`src/rtl/vc_input_block.sv`:
```
// vc_input_block: per-port bank of VC_NUM circular FIFOs (BUFFER_SIZE deep each).
// Arriving flits are steered to the FIFO chosen by vc_i. Each port pops at most
// one flit per cycle toward the crossbar, and every pop returns a credit upstream.
// Define VC_INPUT_BLOCK_OCC_EN to add occ_o, a registered per-VC occupancy output.
module vc_input_block #(
  parameter int PORT_NUM    = 5,
  parameter int VC_NUM      = 2,
  parameter int BUFFER_SIZE = 8,
  parameter int FLIT_W      = 32,
  parameter int VC_W        = (VC_NUM > 1) ? $clog2(VC_NUM) : 1,
  parameter int CNT_W       = $clog2(BUFFER_SIZE + 1)
) (
  input  logic                          clk,
  input  logic                          rst,
  input  logic [PORT_NUM*FLIT_W-1:0]    data_i,
  input  logic [PORT_NUM-1:0]           valid_i,
  input  logic [PORT_NUM*VC_W-1:0]      vc_i,
  input  logic [PORT_NUM-1:0]           rd_en_i,
  input  logic [PORT_NUM*VC_W-1:0]      rd_vc_i,
  output logic [PORT_NUM*FLIT_W-1:0]    flit_o,
  output logic [PORT_NUM-1:0]           flit_valid_o,
  output logic [PORT_NUM-1:0]           credit_o,
  output logic [PORT_NUM*VC_W-1:0]      credit_vc_o,
  output logic [PORT_NUM*VC_NUM-1:0]    nonempty_o,
  output logic [PORT_NUM-1:0]           error_o
`ifdef VC_INPUT_BLOCK_OCC_EN
  ,
  output logic [PORT_NUM*VC_NUM*CNT_W-1:0] occ_o
`endif
);

  localparam int PTR_W = $clog2(BUFFER_SIZE);
  localparam logic [VC_W:0]      VC_LIM = (VC_W + 1)'(VC_NUM);
  localparam logic [CNT_W-1:0]   CNT_FULL = CNT_W'(BUFFER_SIZE);
  localparam logic [PTR_W-1:0]   PTR_LAST = PTR_W'(BUFFER_SIZE - 1);

  // Pointer advance with explicit wrap, so non-power-of-2 depths work.
  function automatic logic [PTR_W-1:0] ptr_inc(input logic [PTR_W-1:0] ptr);
    if (ptr == PTR_LAST) begin
      ptr_inc = {PTR_W{1'b0}};
    end else begin
      ptr_inc = ptr + PTR_W'(1);
    end
  endfunction

  logic [FLIT_W-1:0] mem_r     [PORT_NUM][VC_NUM][BUFFER_SIZE];
  logic [PTR_W-1:0]  wr_ptr_r  [PORT_NUM][VC_NUM];
  logic [PTR_W-1:0]  rd_ptr_r  [PORT_NUM][VC_NUM];
  logic [CNT_W-1:0]  cnt_r     [PORT_NUM][VC_NUM];
  logic [CNT_W-1:0]  cnt_next_s[PORT_NUM][VC_NUM];

  logic [VC_W-1:0]   push_vc_s [PORT_NUM];
  logic [VC_W-1:0]   pop_vc_s  [PORT_NUM];
  logic [PORT_NUM-1:0] push_vc_ok_s;
  logic [PORT_NUM-1:0] pop_vc_ok_s;
  logic [VC_NUM-1:0] push_req_s [PORT_NUM];
  logic [VC_NUM-1:0] pop_req_s  [PORT_NUM];
  logic [VC_NUM-1:0] push_do_s  [PORT_NUM];
  logic [VC_NUM-1:0] pop_do_s   [PORT_NUM];
  logic [PORT_NUM-1:0] pop_any_s;
  logic [PORT_NUM-1:0] err_s;
  logic [FLIT_W-1:0] head_s [PORT_NUM];

  logic [PORT_NUM*FLIT_W-1:0] flit_r;
  logic [PORT_NUM-1:0]        flit_valid_r;
  logic [PORT_NUM-1:0]        credit_r;
  logic [PORT_NUM*VC_W-1:0]   credit_vc_r;
  logic [PORT_NUM*VC_NUM-1:0] nonempty_r;
  logic [PORT_NUM-1:0]        error_r;

  // Decode the per-port VC selectors and flag indices beyond VC_NUM.
  always_comb begin
    for (int p = 0; p < PORT_NUM; p++) begin
      push_vc_s[p]    = vc_i[p*VC_W +: VC_W];
      pop_vc_s[p]     = rd_vc_i[p*VC_W +: VC_W];
      push_vc_ok_s[p] = ({1'b0, push_vc_s[p]} < VC_LIM);
      pop_vc_ok_s[p]  = ({1'b0, pop_vc_s[p]} < VC_LIM);
    end
  end

  // Per-VC accept/reject decisions (pre-edge counts), head select, next counts.
  always_comb begin
    for (int p = 0; p < PORT_NUM; p++) begin
      pop_any_s[p] = 1'b0;
      head_s[p]    = {FLIT_W{1'b0}};
      for (int v = 0; v < VC_NUM; v++) begin
        push_req_s[p][v] = valid_i[p] && push_vc_ok_s[p] && (push_vc_s[p] == VC_W'(v));
        pop_req_s[p][v]  = rd_en_i[p] && pop_vc_ok_s[p] && (pop_vc_s[p] == VC_W'(v));
        // No bypass: an empty VC cannot be popped even with a same-cycle push.
        pop_do_s[p][v]   = pop_req_s[p][v] && (cnt_r[p][v] != {CNT_W{1'b0}});
        // A full VC still accepts a push when the same VC pops this cycle.
        push_do_s[p][v]  = push_req_s[p][v] && ((cnt_r[p][v] != CNT_FULL) || pop_do_s[p][v]);
        if (pop_do_s[p][v]) begin
          pop_any_s[p] = 1'b1;
          head_s[p]    = mem_r[p][v][rd_ptr_r[p][v]];
        end else begin
          pop_any_s[p] = pop_any_s[p];
          head_s[p]    = head_s[p];
        end
        case ({push_do_s[p][v], pop_do_s[p][v]})
          2'b10:   cnt_next_s[p][v] = cnt_r[p][v] + CNT_W'(1);
          2'b01:   cnt_next_s[p][v] = cnt_r[p][v] - CNT_W'(1);
          default: cnt_next_s[p][v] = cnt_r[p][v];
        endcase
      end
      err_s[p] = (valid_i[p] && !push_vc_ok_s[p]) ||
                 (rd_en_i[p] && !pop_vc_ok_s[p]) ||
                 (|(push_req_s[p] & ~push_do_s[p])) ||
                 (|(pop_req_s[p] & ~pop_do_s[p]));
    end
  end

  // Flit storage: written on accepted pushes only, never cleared by reset.
  always_ff @(posedge clk) begin
    for (int p = 0; p < PORT_NUM; p++) begin
      for (int v = 0; v < VC_NUM; v++) begin
        if (push_do_s[p][v]) begin
          mem_r[p][v][wr_ptr_r[p][v]] <= data_i[p*FLIT_W +: FLIT_W];
        end
      end
    end
  end

  // FIFO pointers, counts and all registered outputs, with synchronous reset.
  always_ff @(posedge clk) begin
    if (!rst) begin
      for (int p = 0; p < PORT_NUM; p++) begin
        for (int v = 0; v < VC_NUM; v++) begin
          wr_ptr_r[p][v] <= {PTR_W{1'b0}};
          rd_ptr_r[p][v] <= {PTR_W{1'b0}};
          cnt_r[p][v]    <= {CNT_W{1'b0}};
        end
      end
      flit_r       <= {(PORT_NUM*FLIT_W){1'b0}};
      flit_valid_r <= {PORT_NUM{1'b0}};
      credit_r     <= {PORT_NUM{1'b0}};
      credit_vc_r  <= {(PORT_NUM*VC_W){1'b0}};
      nonempty_r   <= {(PORT_NUM*VC_NUM){1'b0}};
      error_r      <= {PORT_NUM{1'b0}};
    end else begin
      for (int p = 0; p < PORT_NUM; p++) begin
        for (int v = 0; v < VC_NUM; v++) begin
          if (push_do_s[p][v]) begin
            wr_ptr_r[p][v] <= ptr_inc(wr_ptr_r[p][v]);
          end
          if (pop_do_s[p][v]) begin
            rd_ptr_r[p][v] <= ptr_inc(rd_ptr_r[p][v]);
          end
          cnt_r[p][v]              <= cnt_next_s[p][v];
          nonempty_r[p*VC_NUM + v] <= (cnt_next_s[p][v] != {CNT_W{1'b0}});
        end
        if (pop_any_s[p]) begin
          flit_r[p*FLIT_W +: FLIT_W]  <= head_s[p];
          flit_valid_r[p]             <= 1'b1;
          credit_r[p]                 <= 1'b1;
          credit_vc_r[p*VC_W +: VC_W] <= pop_vc_s[p];
        end else begin
          flit_valid_r[p] <= 1'b0;
          credit_r[p]     <= 1'b0;
        end
        error_r[p] <= error_r[p] | err_s[p];
      end
    end
  end

  assign flit_o       = flit_r;
  assign flit_valid_o = flit_valid_r;
  assign credit_o     = credit_r;
  assign credit_vc_o  = credit_vc_r;
  assign nonempty_o   = nonempty_r;
  assign error_o      = error_r;

`ifdef VC_INPUT_BLOCK_OCC_EN
  // Expose the registered per-VC counts as a flat occupancy vector.
  always_comb begin
    for (int p = 0; p < PORT_NUM; p++) begin
      for (int v = 0; v < VC_NUM; v++) begin
        occ_o[(p*VC_NUM + v)*CNT_W +: CNT_W] = cnt_r[p][v];
      end
    end
  end
`endif

endmodule

```
`config.mk`:
```
export PLATFORM = sky130hd
export DESIGN_NAME = vc_input_block
export DESIGN_NICKNAME = d
export VERILOG_FILES = /design/src/rtl/vc_input_block.sv
export SDC_FILE = /design/constraint.sdc
export NUM_CORES = 2
export LEC_CHECK = 0
export CORE_AREA = 3 3 497 499
export DETAILED_ROUTE_END_ITERATION = 10
export DIE_AREA = 0 0 500 502
export MAX_ROUTING_LAYER = met4
export SYNTH_ARGS = -nofsm -noshare
export SYNTH_HDL_FRONTEND = slang
export SYNTH_SLANG_ARGS = --single-unit
```
`constraint.sdc`:
```
create_clock -name clk -period 8.2 [get_ports clk]
set_input_delay 0.82 -clock clk [delete_from_list [all_inputs] [get_ports clk]]
set_output_delay 0.82 -clock clk [all_outputs]
set_load 0.05 [all_outputs]
```
==> parameters.txt <==
Parameter                              Value

Run status
  Outcome    finished clean

Logic synthesis
  Sequential fraction of the synthesis area    76.4%
  Gate count of the mapped netlist    5123
  Predominant post-synthesis flop cell    sky130_fd_sc_hd__edfxtp_1
  Most frequent cell after synthesis    sky130_fd_sc_hd__edfxtp_1
  Synthesized area per cell    21.3 sq um
  Synth unique cells    75
  Synth Warn #    0
  Asr flop ratio synth    0%
  Cell type contributing the most total cell area after synthesis    sky130_fd_sc_hd__edfxtp_1
  Most numerous cell types in the synthesized netlist    sky130_fd_sc_hd__edfxtp_1, sky130_fd_sc_hd__mux4_2, sky130_fd_sc_hd__mux2i_1, sky130_fd_sc_hd__dfxtp_1, sky130_fd_sc_hd__clkbuf_1
  Syn_nets    5375
  Post-synthesis cell area    0.109 sq mm
  Fraction of synthesized cell area taken by the top area cell type    72.2%
  Synthesis-stage register bit count    2845
  Count of flip-flops with a built-in enable after synthesis    2620
  Main area contributors after synthesis    sky130_fd_sc_hd__edfxtp_1, sky130_fd_sc_hd__mux4_2, sky130_fd_sc_hd__dfxtp_1, sky130_fd_sc_hd__mux2i_1, sky130_fd_sc_hd__a2bb2oi_1

Clock network
  Clk sinks    2845
  Worst-case clock buffer depth    4
  Clk_lat worst skew    0.94 ns
  Num CTS Buffers    314
  TritonCTS clock tree    yes
  Cts hold-fix bufs    0
  CTS Root Buffer Type    sky130_fd_sc_hd__clkbuf_16
  CTS-repair resized insts    0
  Post-CTS Setup Repair Bufs    0
  Clock input transition at the sequential cells of the worst setup and hold paths    0.05 ns
  Number of levels the H-tree was split into    5

Drt
  Detailed-router iteration count before antenna repair    5
  Aggregate routed wire length    251000 microns
  Remaining routing DRC violations    0
  Post-detailed-route count of antenna-violating nets    0
  DRC violation total after the first TritonRoute iteration    4522
  Vias    52700
  DR vias/cell    5.75
  Post-detailed-route wirelength per cell    27.4 microns

Worst setup path
  Critical path capture point type    register
  Cells along the critical path    clkdlybuf4s50_1, nand2b_1, a31oi_1, nand2_1, nor2_4, buf_4
  Arrival time worst endpoint    3.82 ns
  Sum of buffers and inverters on the critical path    2
  Startpoint-to-endpoint class of the critical path    in -> reg
  Required time worst endpoint    8.74 ns
  CP delay by family, top    simple AND/OR/NAND/NOR gates
  Crit-path max cell delay    0.73 ns
  Slowest cell on crit path    sky130_fd_sc_hd__a31oi_1
  Startpoint type of the worst setup path    primary input
  Worst Path Max Fanout    18

STA
  Final critical-path share of the clock period    40.0%
  Unrepaired setup endpoints after global routing    false
  Setup total negative slack    0 ns
  Final Hold Violating Endpoints    0
  Setup clock skew after layout    0.0897 ns
  Pins Over Slew Limit    0
  Highest Clock Rate    305 MHz
  Final setup violation count    0
  Worst-case headroom to the max-slew limit    20.8%
  Transition at the pin with the smallest max-transition slack    1.18 ns
  Shortest period the worst path allows    3.28 ns

Floorplan
  Placeable core region    0.243 sq mm
  Height of the chip    502 microns
  Starting density of the core    44.8%
  Area of the die    0.251 sq mm
  Num rows    181
  Number of placed I/O pins    372
  Chip Width    500 microns

Global route
  Initial antenna violation count    33
  Number of global-route vias before repair    54700
  First-pass GRT wire length    369000 microns
  Tot GR Track Use    20.6%
  Total gr overflow    0
  Largest net degree at the start of global routing    66

Power and ir drop
  Peak VDD IR    0.000228 V
  Leak pwr    40.9 nW
  Power density relative to cell area    269 mW/mm^2

Place
  Number of input and output port buffers inserted    371
  Half-perimeter wire length after detailed placement    134000 microns
  RD Place Congestion    0.779
  Cell Area, Placed    0.117 sq mm

Worst hold path
  Worst min path class    in -> reg

Cells and area
  Final Util    52.4%
  Number of nets at the end of the flow    5952
  Cell area after layout    0.127 sq mm
  Ratio of cells with drive above 1 in the final layout    22.8%
  Layout area overhead    16.9%
  # fillers    18800

Flow run
  Max-capacitance violation count    0
-- per-stage QoR --
stage	total power [mW]	hold WS [ns]	cells	worst slack [ns]
after global placement	20.8	0.432	8586	3.78
after CTS	34.6	0.237	9142	4.60
after detailed placement	20.9	0.439	8586	3.70
after floorplan	19.4	0.488	5123	3.05
after global routing	35.5	0.269	9170	4.62
final	34.2	0.315	9170	4.92
-- cells by family after synthesis --
logic type / count (synthesis) / synth area share, %
flip-flops: 2845 / 76.4
XOR/XNOR: 27 / 0.217
adder cells (fa/ha/maj): 70 / 0.873
buffers and inverters: 295 / 1.17
AO/OA/AOI/OAI: 453 / 2.89
multiplexers: 975 / 16.3
AND/OR/NAND/NOR: 458 / 2.18
-- power by group --
group	total (mW)	switching [mW]	internal (mW)	leakage, nW
Clock	13.7	5.47	8.21	4.90
Sequential	16.6	0.318	16.3	25.6
Combinational	3.91	2.34	1.57	10.4
Total	34.2	8.13	26.1	40.9
-- final timing paths --
check	from	to	slack (ns)	cells after the start
worst max-delay path	rd_vc_i[0]	mem_r[0][347]$_DFFE_PP_	4.92	6
worst min-delay path	rst	cnt_r[0][22]$_SDFF_PN0_	0.32	2
worst max register to register	cnt_r[0][4]$_SDFF_PN0_	mem_r[0][347]$_DFFE_PP_	4.98	5
worst min register to register	flit_o[108]$_SDFFE_PN0P_	flit_o[108]$_SDFFE_PN0P_	0.45	1
-- registers in the layout (all words and copies together), names as in the netlist --
name	flops
wr_ptr_r	30
cnt_r	40
error_o	5
mem_r	2560
flit_o	160
nonempty_o	10
credit_o	5
rd_ptr_r	30
credit_vc_o	5
-- cell type report --
cell class | count | area (sq um) | share of cell area (%)
Multi-Input combinational cell | 1983 | 25100 | 19.7
Clock buffer | 418 | 8640 | 6.78
Tap cell | 3202 | 4010 | 3.15
Timing Repair Buffer | 518 | 4810 | 3.78
Inverter | 38 | 144 | 0.113
Sequential cell | 2845 | 83200 | 65.3
Antenna cell | 28 | 70.1 | 0.0550
Clock inverter | 138 | 1410 | 1.10
-- metal layers --
metal	part of all wire [%]	GRT usage, %	vias to the layer above
li1	-	-	22600
met1	42	27.1	28200
met2	50	33.1	1459
met3	5.8	3.87	442
met4	2.7	5.52	0
met5	0	-	-
-- layout by cell type, fill, tap and decap left out, types with 10 or more instances in the layout --
cell type and n:
sky130_fd_sc_hd__a211oi_1 19, sky130_fd_sc_hd__a21o_1 39, sky130_fd_sc_hd__a21oi_1 28, sky130_fd_sc_hd__a2bb2oi_1 122
sky130_fd_sc_hd__a31oi_1 14, sky130_fd_sc_hd__and2_1 18, sky130_fd_sc_hd__and3_1 25, sky130_fd_sc_hd__buf_4 148
sky130_fd_sc_hd__bufinv_16 26, sky130_fd_sc_hd__clkbuf_1 72, sky130_fd_sc_hd__clkbuf_16 320, sky130_fd_sc_hd__clkbuf_8 26
sky130_fd_sc_hd__clkdlybuf4s50_1 370, sky130_fd_sc_hd__clkinv_1 39, sky130_fd_sc_hd__clkinv_2 49, sky130_fd_sc_hd__clkinvlp_4 12
sky130_fd_sc_hd__dfxtp_1 225, sky130_fd_sc_hd__diode_2 28, sky130_fd_sc_hd__edfxtp_1 2620, sky130_fd_sc_hd__fa_1 10
sky130_fd_sc_hd__ha_1 60, sky130_fd_sc_hd__inv_1 35, sky130_fd_sc_hd__mux2i_1 328, sky130_fd_sc_hd__mux4_2 640
sky130_fd_sc_hd__nand2_1 81, sky130_fd_sc_hd__nand2b_1 42, sky130_fd_sc_hd__nand3_1 19, sky130_fd_sc_hd__nor2_1 66
sky130_fd_sc_hd__nor2_4 54, sky130_fd_sc_hd__nor3_1 37, sky130_fd_sc_hd__nor3_2 21, sky130_fd_sc_hd__nor3b_1 20
sky130_fd_sc_hd__o21ai_0 136, sky130_fd_sc_hd__o22ai_1 36, sky130_fd_sc_hd__xnor2_1 20
No activity file was read; power rests on OpenSTA's default activity.
